`config.mk`:
```
export PLATFORM = sky130hd
export DESIGN_NAME = sig_gen
export DESIGN_NICKNAME = d
export VERILOG_FILES = /design/src/rtl/sig_gen.sv
export SDC_FILE = /design/constraint.sdc
export NUM_CORES = 1
export LEC_CHECK = 0
export CAP_MARGIN = 20
export CORE_UTILIZATION = 30
export DETAILED_ROUTE_END_ITERATION = 10
export SETUP_SLACK_MARGIN = 0.4
export SLEW_MARGIN = 25
export SYNTH_ARGS = -nofsm -noshare
export SYNTH_HDL_FRONTEND = slang
export SYNTH_SLANG_ARGS = --single-unit
```
`constraint.sdc`:
```
create_clock -name clk -period 2.25 [get_ports clk]
set_input_delay 0.3375 -clock clk [delete_from_list [all_inputs] [get_ports clk]]
set_output_delay 0.3375 -clock clk [all_outputs]
set_load 0.03 [all_outputs]
```
`src/rtl/sig_gen.sv`:
```
// sig_gen: edge-event transmitter.
//
// Queues rise/fall/toggle/hold commands in a small FIFO and replays them onto
// a single registered line `d`. Consecutive applications are spaced HOLD
// cycles apart, so a downstream edge detector sees every commanded transition
// as its own pulse.
//
// Parameters:
//   HOLD  - cycles between consecutive command applications (>= 1)
//   DEPTH - command FIFO depth (power of 2, >= 2)
//   INIT  - reset level of `d`
//
// Ports:
//   clk        in   clock, rising-edge
//   reset      in   asynchronous, active-low; clears all state immediately
//   cmd_valid  in   command present on `cmd`
//   cmd        in   2'b00 hold, 2'b01 rise, 2'b10 fall, 2'b11 toggle
//   cmd_ready  out  FIFO not full (push on cmd_valid & cmd_ready)
//   d          out  generated line, registered
//   busy       out  FIFO non-empty or hold window in progress
//   redundant  out  one-cycle pulse: rise applied with d=1 / fall with d=0
module sig_gen #(
  parameter int HOLD  = 4,
  parameter int DEPTH = 4,
  parameter bit INIT  = 1'b0
) (
  input  logic       clk,
  input  logic       reset,
  input  logic       cmd_valid,
  input  logic [1:0] cmd,
  output logic       cmd_ready,
  output logic       d,
  output logic       busy,
  output logic       redundant
);

  localparam int AW = $clog2(DEPTH);
  localparam int CW = AW + 1;
  // The counter only ever holds values up to HOLD-1.
  localparam int HW = (HOLD > 1) ? $clog2(HOLD) : 1;

  localparam logic [CW-1:0] FULL_CNT  = CW'(DEPTH);
  localparam logic [HW-1:0] HOLD_LOAD = HW'(HOLD - 1);

  localparam logic [1:0] CMD_RISE   = 2'b01;
  localparam logic [1:0] CMD_FALL   = 2'b10;
  localparam logic [1:0] CMD_TOGGLE = 2'b11;

  typedef enum logic {
    ST_IDLE = 1'b0,
    ST_HOLD = 1'b1
  } state_t;

  // Command storage. Not reset: after reset the pointers and count mark
  // every entry as empty, so stale contents are never read.
  logic [1:0]    fifo_mem [DEPTH];

  logic [AW-1:0] wr_ptr_reg;
  logic [AW-1:0] rd_ptr_reg;
  logic [CW-1:0] count_reg;
  state_t        state_reg;
  logic [HW-1:0] hold_cnt_reg;
  logic          d_reg;
  logic          redundant_reg;

  logic          push;
  logic          pop;
  logic [1:0]    head;
  logic          d_next;
  logic          redundant_next;

  // Ready comes from the registered count only: a pop in the same cycle does
  // not open a slot for a push while full.
  assign cmd_ready = (count_reg != FULL_CNT);
  // Gating with reset keeps the storage untouched while reset is asserted.
  assign push      = cmd_valid & cmd_ready & reset;
  assign pop       = (state_reg == ST_IDLE) && (count_reg != '0);
  assign head      = fifo_mem[rd_ptr_reg];

  assign d         = d_reg;
  assign redundant = redundant_reg;
  assign busy      = (count_reg != '0) || (state_reg == ST_HOLD);

  // Effect of applying the head command this edge.
  always_comb begin
    d_next         = d_reg;
    redundant_next = 1'b0;
    if (pop) begin
      case (head)
        CMD_RISE: begin
          d_next         = 1'b1;
          redundant_next = d_reg;
        end
        CMD_FALL: begin
          d_next         = 1'b0;
          redundant_next = ~d_reg;
        end
        CMD_TOGGLE: d_next = ~d_reg;
        default:    d_next = d_reg;
      endcase
    end
  end

  always_ff @(posedge clk) begin
    if (push) begin
      fifo_mem[wr_ptr_reg] <= cmd;
    end
  end

  always_ff @(posedge clk or negedge reset) begin
    if (!reset) begin
      wr_ptr_reg    <= '0;
      rd_ptr_reg    <= '0;
      count_reg     <= '0;
      state_reg     <= ST_IDLE;
      hold_cnt_reg  <= '0;
      d_reg         <= INIT;
      redundant_reg <= 1'b0;
    end else begin
      d_reg         <= d_next;
      redundant_reg <= redundant_next;

      if (push) begin
        wr_ptr_reg <= wr_ptr_reg + AW'(1);
      end
      if (pop) begin
        rd_ptr_reg <= rd_ptr_reg + AW'(1);
      end

      case ({push, pop})
        2'b10:   count_reg <= count_reg + CW'(1);
        2'b01:   count_reg <= count_reg - CW'(1);
        default: count_reg <= count_reg;
      endcase

      // With HOLD = 1 the FSM never leaves IDLE and pops every cycle.
      case (state_reg)
        ST_IDLE: begin
          if (pop && (HOLD > 1)) begin
            state_reg    <= ST_HOLD;
            hold_cnt_reg <= HOLD_LOAD;
          end
        end
        ST_HOLD: begin
          hold_cnt_reg <= hold_cnt_reg - HW'(1);
          if (hold_cnt_reg == HW'(1)) begin
            state_reg <= ST_IDLE;
          end
        end
        default: begin
          state_reg    <= ST_IDLE;
          hold_cnt_reg <= '0;
        end
      endcase
    end
  end

endmodule

```
==> results of run 1 <==
[per-layer routing]
layer / vias up / share of wire [%] / track usage [%]
li1: 268 / - / -
met1: 261 / 46 / 12.5
met2: 7 / 49 / 16.6
met3: 2 / 3.8 / 4.31
met4: 0 / 1.1 / 5.23
met5: - / 0 / 0
[worst max-delay path, stage by stage (launching register included)]
cell	delay (ps)
dfrtp_2	420
buf_4	150
or4_1	530
buf_4	200
[area by class of cell]
class | instances | area (um^2)
clock buffer | 3 | 22.5
clock inverter | 1 | 30.0
fill | 268 | 1620
inverter | 5 | 18.8
multi-input combinational | 39 | 380
sequential | 20 | 543
tap | 31 | 38.8
timing repair buffer | 18 | 148
[power groups by stage]
| stage | Clock [mW] | Sequential, mW | Combinational (mW) |
|---|---|---|---|
| final | 0.286 | 0.603 | 0.660 |
| after global routing | 0.308 | 0.623 | 0.745 |
| after CTS | 0.292 | 0.604 | 0.622 |
| after detailed placement | 0 | 0.632 | 0.530 |
| after global placement | 0 | 0.631 | 0.515 |
| after floorplan | 0 | 0.632 | 0.380 |
[synthesized netlist by cell type (2+ instances only)]
master / n / share of area [%]
dfrtp_1: 12 / 33
edfxtp_1: 8 / 26
ha_1: 6 / 8.3
inv_1: 5 / 2.1
and2_1: 4 / 2.8
xnor2_1: 4 / 3.9
nor2_1: 3 / 1.2
a21oi_1: 2 / 1.1
a31oi_1: 2 / 1.4
mux2_2: 2 / 2.5
nand2_1: 2 / 0.83
xor2_1: 2 / 1.9
[placed cells by master (no fill, tap or decap), types with 2 or more instances in the layout]
cell type | Yosys | layout
and2_1 | 4 | 4
clkbuf_4 | 0 | 3
buf_4 | 0 | 11
inv_1 | 5 | 5
xnor2_1 | 4 | 4
nor2_1 | 3 | 3
nand2_1 | 2 | 2
xor2_1 | 2 | 2
dfrtp_2 | 0 | 2
dfrtp_1 | 12 | 10
a31oi_1 | 2 | 2
edfxtp_1 | 8 | 8
ha_1 | 6 | 5
clkdlybuf4s50_1 | 0 | 6
[metrics by stage]
stage	total power, mW	instances	hold WS (ps)	setup WS, ps
after global routing	1.68	117	412	202
after floorplan	1.01	64	41.9	362
after global placement	1.15	105	466	151
after CTS	1.52	115	402	293
after detailed placement	1.16	105	468	145
final	1.55	117	404	311
[kinds of logic after synthesis]
group           after synthesis
compound gates                7
xor+xnor                      6
fa+ha+maj                     7
buf+inv                       5
flops                        20
mux                           4
simple gates                 15
[worst paths after layout]
kind                            depth (start not counted)                           to  slack [ps]                         from
worst max-delay path                                    3                         busy         310     count_reg[2]$_DFFE_PN0P_
worst min-delay path                                    2          redundant$_DFF_PN0_         400                        reset
worst max register to register                          7     count_reg[2]$_DFFE_PN0P_         320     count_reg[0]$_DFFE_PN0P_
worst min register to register                          1  hold_cnt_reg[0]$_DFFE_PN0P_         490  hold_cnt_reg[0]$_DFFE_PN0P_
max in group asynchronous                               2     count_reg[0]$_DFFE_PN0P_        1680                        reset
min in group clk                                        1  hold_cnt_reg[0]$_DFFE_PN0P_         490  hold_cnt_reg[0]$_DFFE_PN0P_
[what timing repair did]
item | in CTS | in global routing
endpoints found under the setup margin | 4 | 4
setup buffers | 6 | 2
gates resized for setup | 8 | 5
pin swaps | 3 | 2
==> flow_metrics.tcl, run 1 <==
set metrics [dict create \
    ys_types 24 \
    critPathKind "flip-flop to output port" \
    rsz0062_at_grt "yes" \
    postRouteAntennaNets 0 \
    p_int_mw 1.05 \
    yosysWarnings 0 \
    finalHoldViolCount 0 \
    synthXorXnorAreaFrac_pct 5.78 \
    cts_tree "yes" \
    syn-mean-instance-area_um2 14.2 \
    synth_fa_ha_area_share_pct 10.5 \
    slew_headroom_pct 79.7 \
    leakage_nw 0.494 \
    synth_top_family_by_area "adder cells" \
    cts_buffer_depth 2 \
    synth_edf_count 8 \
    required_ps 1910 \
    outcome "finished, violations left" \
    htree_levels 1 \
    drt_iter0_drc 22 \
    synth-seq-cells 20 \
    crit_fanout 4 \
    skew_ps 2.19 \
    cp.arrival_ps 1600 \
    drc_errors 2 \
    wirelength_um 1430 \
    syn_to_final_growth_pct 29.8 \
    p_clk_share_pct 18.5 \
    p_per_area_nw_per_um2 1310 \
    die_area_um2 3260 \
    cts_sinks 20 \
    first_global_vias 558 \
    cts.clk_slew.worst_paths_ps 110 \
    failed_checks "design-rule violations" \
    antenna_cells 0 \
    syn_area_um2 910 \
    cts-root-buf "clkbuf_4" \
    grtUsageTotal_pct 10.6 \
    layout-drive-gt1-share_pct 30.2 \
    max-cap-violations 0 \
    gp_congestion 0.722 \
    syn_inst 64 \
    avgViaCountPerCell 4.60 \
    grt_pass1_wl_um 2470 \
    p_sw_share_pct 31.9 \
    setup_violations 0 \
    switching_power_mw 0.494 \
    finalCriticalPeriod_ps 1940 \
    nNetsFinal 99 \
    synthSimpleGateAreaFrac_pct 9.35 \
    hpwl_um 994 \
    hold_class "input pin to asynchronous set/reset pin" \
    wl_per_cell_um 12.2 \
    ios 9 \
    start_util_pct 32.4 \
    fp.dieH_um 57.1 \
    postCtsHoldBufs 0 \
    place_area_um2 1070 \
    grt.overflow.total 0 \
    setup-tns-final_ps 0 \
    synth_ff_type "dfrtp_1" \
    cts-buffers-inserted 3 \
    vias 538 \
    grt_max_degree 13 \
    synthesis.nets 76 \
    clk_latency_ps 290 \
    core_region_area_um2 2810 \
    fin_area_um2 1180 \
    grt_antenna_before_repair 0 \
    start_kind "flip-flop" \
    ys_seq_area_share_pct 59.4 \
    port_buffers 8 \
    drv_slew 0 \
    synth_mux_area_share_pct 7.84 \
    async_flop_share_pct 60.0 \
    p_comb_share_pct 42.6 \
    crit_path_end_kind "output port" \
    die_x_um 57.1 \
    max_freq_mhz 516 \
    rows 19 \
    utilization_pct 42.1 \
    synth_compound_area_share_pct 5.09 \
    worstMarginPinSlew_ps 304 \
    dr.pass1.iters 7 \
    p_seq_share_pct 38.9 \
    largest_reg_flops 8 \
    ir_drop_mv 0.619 \
    period_share_pct 86.2 \
]
Note: power is estimated with default switching activity, not from simulation.
==> run 2: changes to the inputs <==
==> constraint.sdc (replaced) <==
create_clock -name clk -period 2.25 [get_ports clk]
set_input_delay 0.3375 -clock clk [delete_from_list [all_inputs] [get_ports clk]]
set_output_delay 0.3375 -clock clk [all_outputs]
set_load 0.05 [all_outputs]
==> run 2 against run 1 <==
  * Final area fell by 2.5%
  * Clock-buffer cell count did not move
  * First-iteration DRC count fell by 41%
  * Largest cell class unchanged
  * Power fell by 6.8%
  * Global-route usage fell by 0.48 points
  * The run still ends with design-rule violations left
  * Register-to-register slack barely moved
  * Highest routed layer unchanged
  * Critical endpoint is now count_reg[2]$_DFFE_PN0P_
  * Final cell count fell by 0.85%
==> flow_metrics.tcl, run 2 (synthesis results as in run 1) <==
set metrics [dict create \
    htree_levels 1 \
    die_x_um 57.1 \
    skew_ps 6.11 \
    die_area_um2 3260 \
    fin_area_um2 1150 \
    hold_class "input pin to asynchronous set/reset pin" \
    reg2reg_slack_ps 310 \
    first_global_vias 535 \
    hpwl_um 1070 \
    cts_buffer_depth 2 \
    cts_tree "yes" \
    crit_end "count_reg[2]$_DFFE_PN0P_" \
    place_area_um2 1070 \
    dr.pass1.iters 6 \
    p_per_area_nw_per_um2 1250 \
    required_ps 2430 \
    max-cap-violations 0 \
    avgViaCountPerCell 4.63 \
    ir_drop_mv 0.590 \
    grt_max_degree 13 \
    dp_slack_ps 116 \
    crit_path_end_kind "flip-flop" \
    leakage_nw 0.481 \
    max_freq_mhz 515 \
    drv_slew 0 \
    layout-drive-gt1-share_pct 28.2 \
    failed_checks "design-rule violations" \
    grtUsageTotal_pct 10.1 \
    cts-buffers-inserted 3 \
    worst_slack_ps 308 \
    crit_fanout 4 \
    gp_congestion 0.723 \
    rows 19 \
    setup_violations 0 \
    cts_sinks 20 \
    drc_errors 2 \
    cp.arrival_ps 2120 \
    period_share_pct 86.3 \
    wl_per_cell_um 12.1 \
    vias 537 \
    timing.rr.start "count_reg[1]$_DFFE_PN0P_" \
    final_cell_mix "dfrtp_1 (11), buf_4 (9), edfxtp_1 (8)" \
    crit_start "count_reg[1]$_DFFE_PN0P_" \
    finalHoldViolCount 0 \
    rsz0062_at_grt "yes" \
    nNetsFinal 98 \
    largest_reg_flops 8 \
    utilization_pct 41.0 \
    start_util_pct 32.4 \
    start_kind "flip-flop" \
    cts.clk_slew.worst_paths_ps 100 \
    outcome "finished, violations left" \
    regToRegEndpoint "count_reg[2]$_DFFE_PN0P_" \
    postRouteAntennaNets 0 \
    core_region_area_um2 2810 \
    finalCriticalPeriod_ps 1940 \
    mostFrequentLayoutCell "dfrtp_1" \
    setup-tns-final_ps 0 \
    drt_iter0_drc 13 \
    wirelength_um 1400 \
    fp.dieH_um 57.1 \
    clk_latency_ps 290 \
    grt_antenna_before_repair 0 \
    critPathKind "flip-flop to flip-flop" \
    worstMarginPinSlew_ps 485 \
    grt_pass1_wl_um 2350 \
    cts-root-buf "clkbuf_4" \
    antenna_cells 0 \
    ios 9 \
    reg2reg_depth 7 \
    grt.overflow.total 0 \
    p_total_mw 1.44 \
    port_buffers 8 \
    slew_headroom_pct 67.6 \
    syn_to_final_growth_pct 26.5 \
]
run 2: how the worst min path moves through the flow:
| stage | to | start | cells after the start | slack (ps) |
|---|---|---|---|---|
| 2_1_floorplan | count_reg[0]$_DFFE_PN0P_ | reset | 0 | 40 |
| 3_3_place_gp | hold_cnt_reg[0]$_DFFE_PN0P_ | hold_cnt_reg[0]$_DFFE_PN0P_ | 1 | 470 |
| 3_5_place_dp | hold_cnt_reg[0]$_DFFE_PN0P_ | state_reg$_DFF_PN0_ | 1 | 480 |
| 4_1_cts | redundant$_DFF_PN0_ | reset | 2 | 400 |
| 5_1_grt | redundant$_DFF_PN0_ | reset | 2 | 410 |
| 6_report | redundant$_DFF_PN0_ | reset | 2 | 400 |
run 2: layout make-up:
cell class | instances | area, um^2
Fill cell | 267 | 1650
Multi-Input combinational cell | 39 | 383
Tap cell | 31 | 38.8
Clock inverter | 1 | 3.75
Clock buffer | 3 | 22.5
Timing Repair Buffer | 17 | 143
Inverter | 5 | 18.8
Sequential cell | 20 | 542
run 2: timing repair:
item / 4_1_cts / 5_1_grt
setup buffers: 7 / 0
hold buffers: 0 / 0
pin swaps: 0 / 1
endpoints found under the setup margin: 5 / 4
resized for setup: 6 / 2
run 2: stage by stage:
| step | std cells | hold slack, ps |
|---|---|---|
| after detailed placement | 105 | 480 |
| after CTS | 116 | 405 |
| after floorplan | 64 | 41.9 |
| after global routing | 116 | 407 |
| final | 116 | 405 |
| after global placement | 105 | 466 |
run 2: critical path, cell delays in order, from the launching register on:
cell	delay, ps
dfrtp_1	420
or3_4	370
and2_4	160
ha_4	160
fa_2	340
xnor2_1	160
nor2_1	70
xor2_1	160
run 2: power breakdown:
group | leakage, nW | internal [mW] | switching [mW]
Clock | 0.0154 | 0.0644 | 0.0984
Combinational | 0.254 | 0.354 | 0.323
Sequential | 0.211 | 0.505 | 0.0975
Total | 0.481 | 0.924 | 0.519
run 2: layer usage:
layer	up-vias	track usage, %	routed length, um	part of all wire (%)
li1	266	-	-	-
met1	262	10.9	646	46
met2	7	17.0	693	49
met3	2	4.76	46	3.3
met4	0	4.18	17	1.2
met5	-	0	0	0
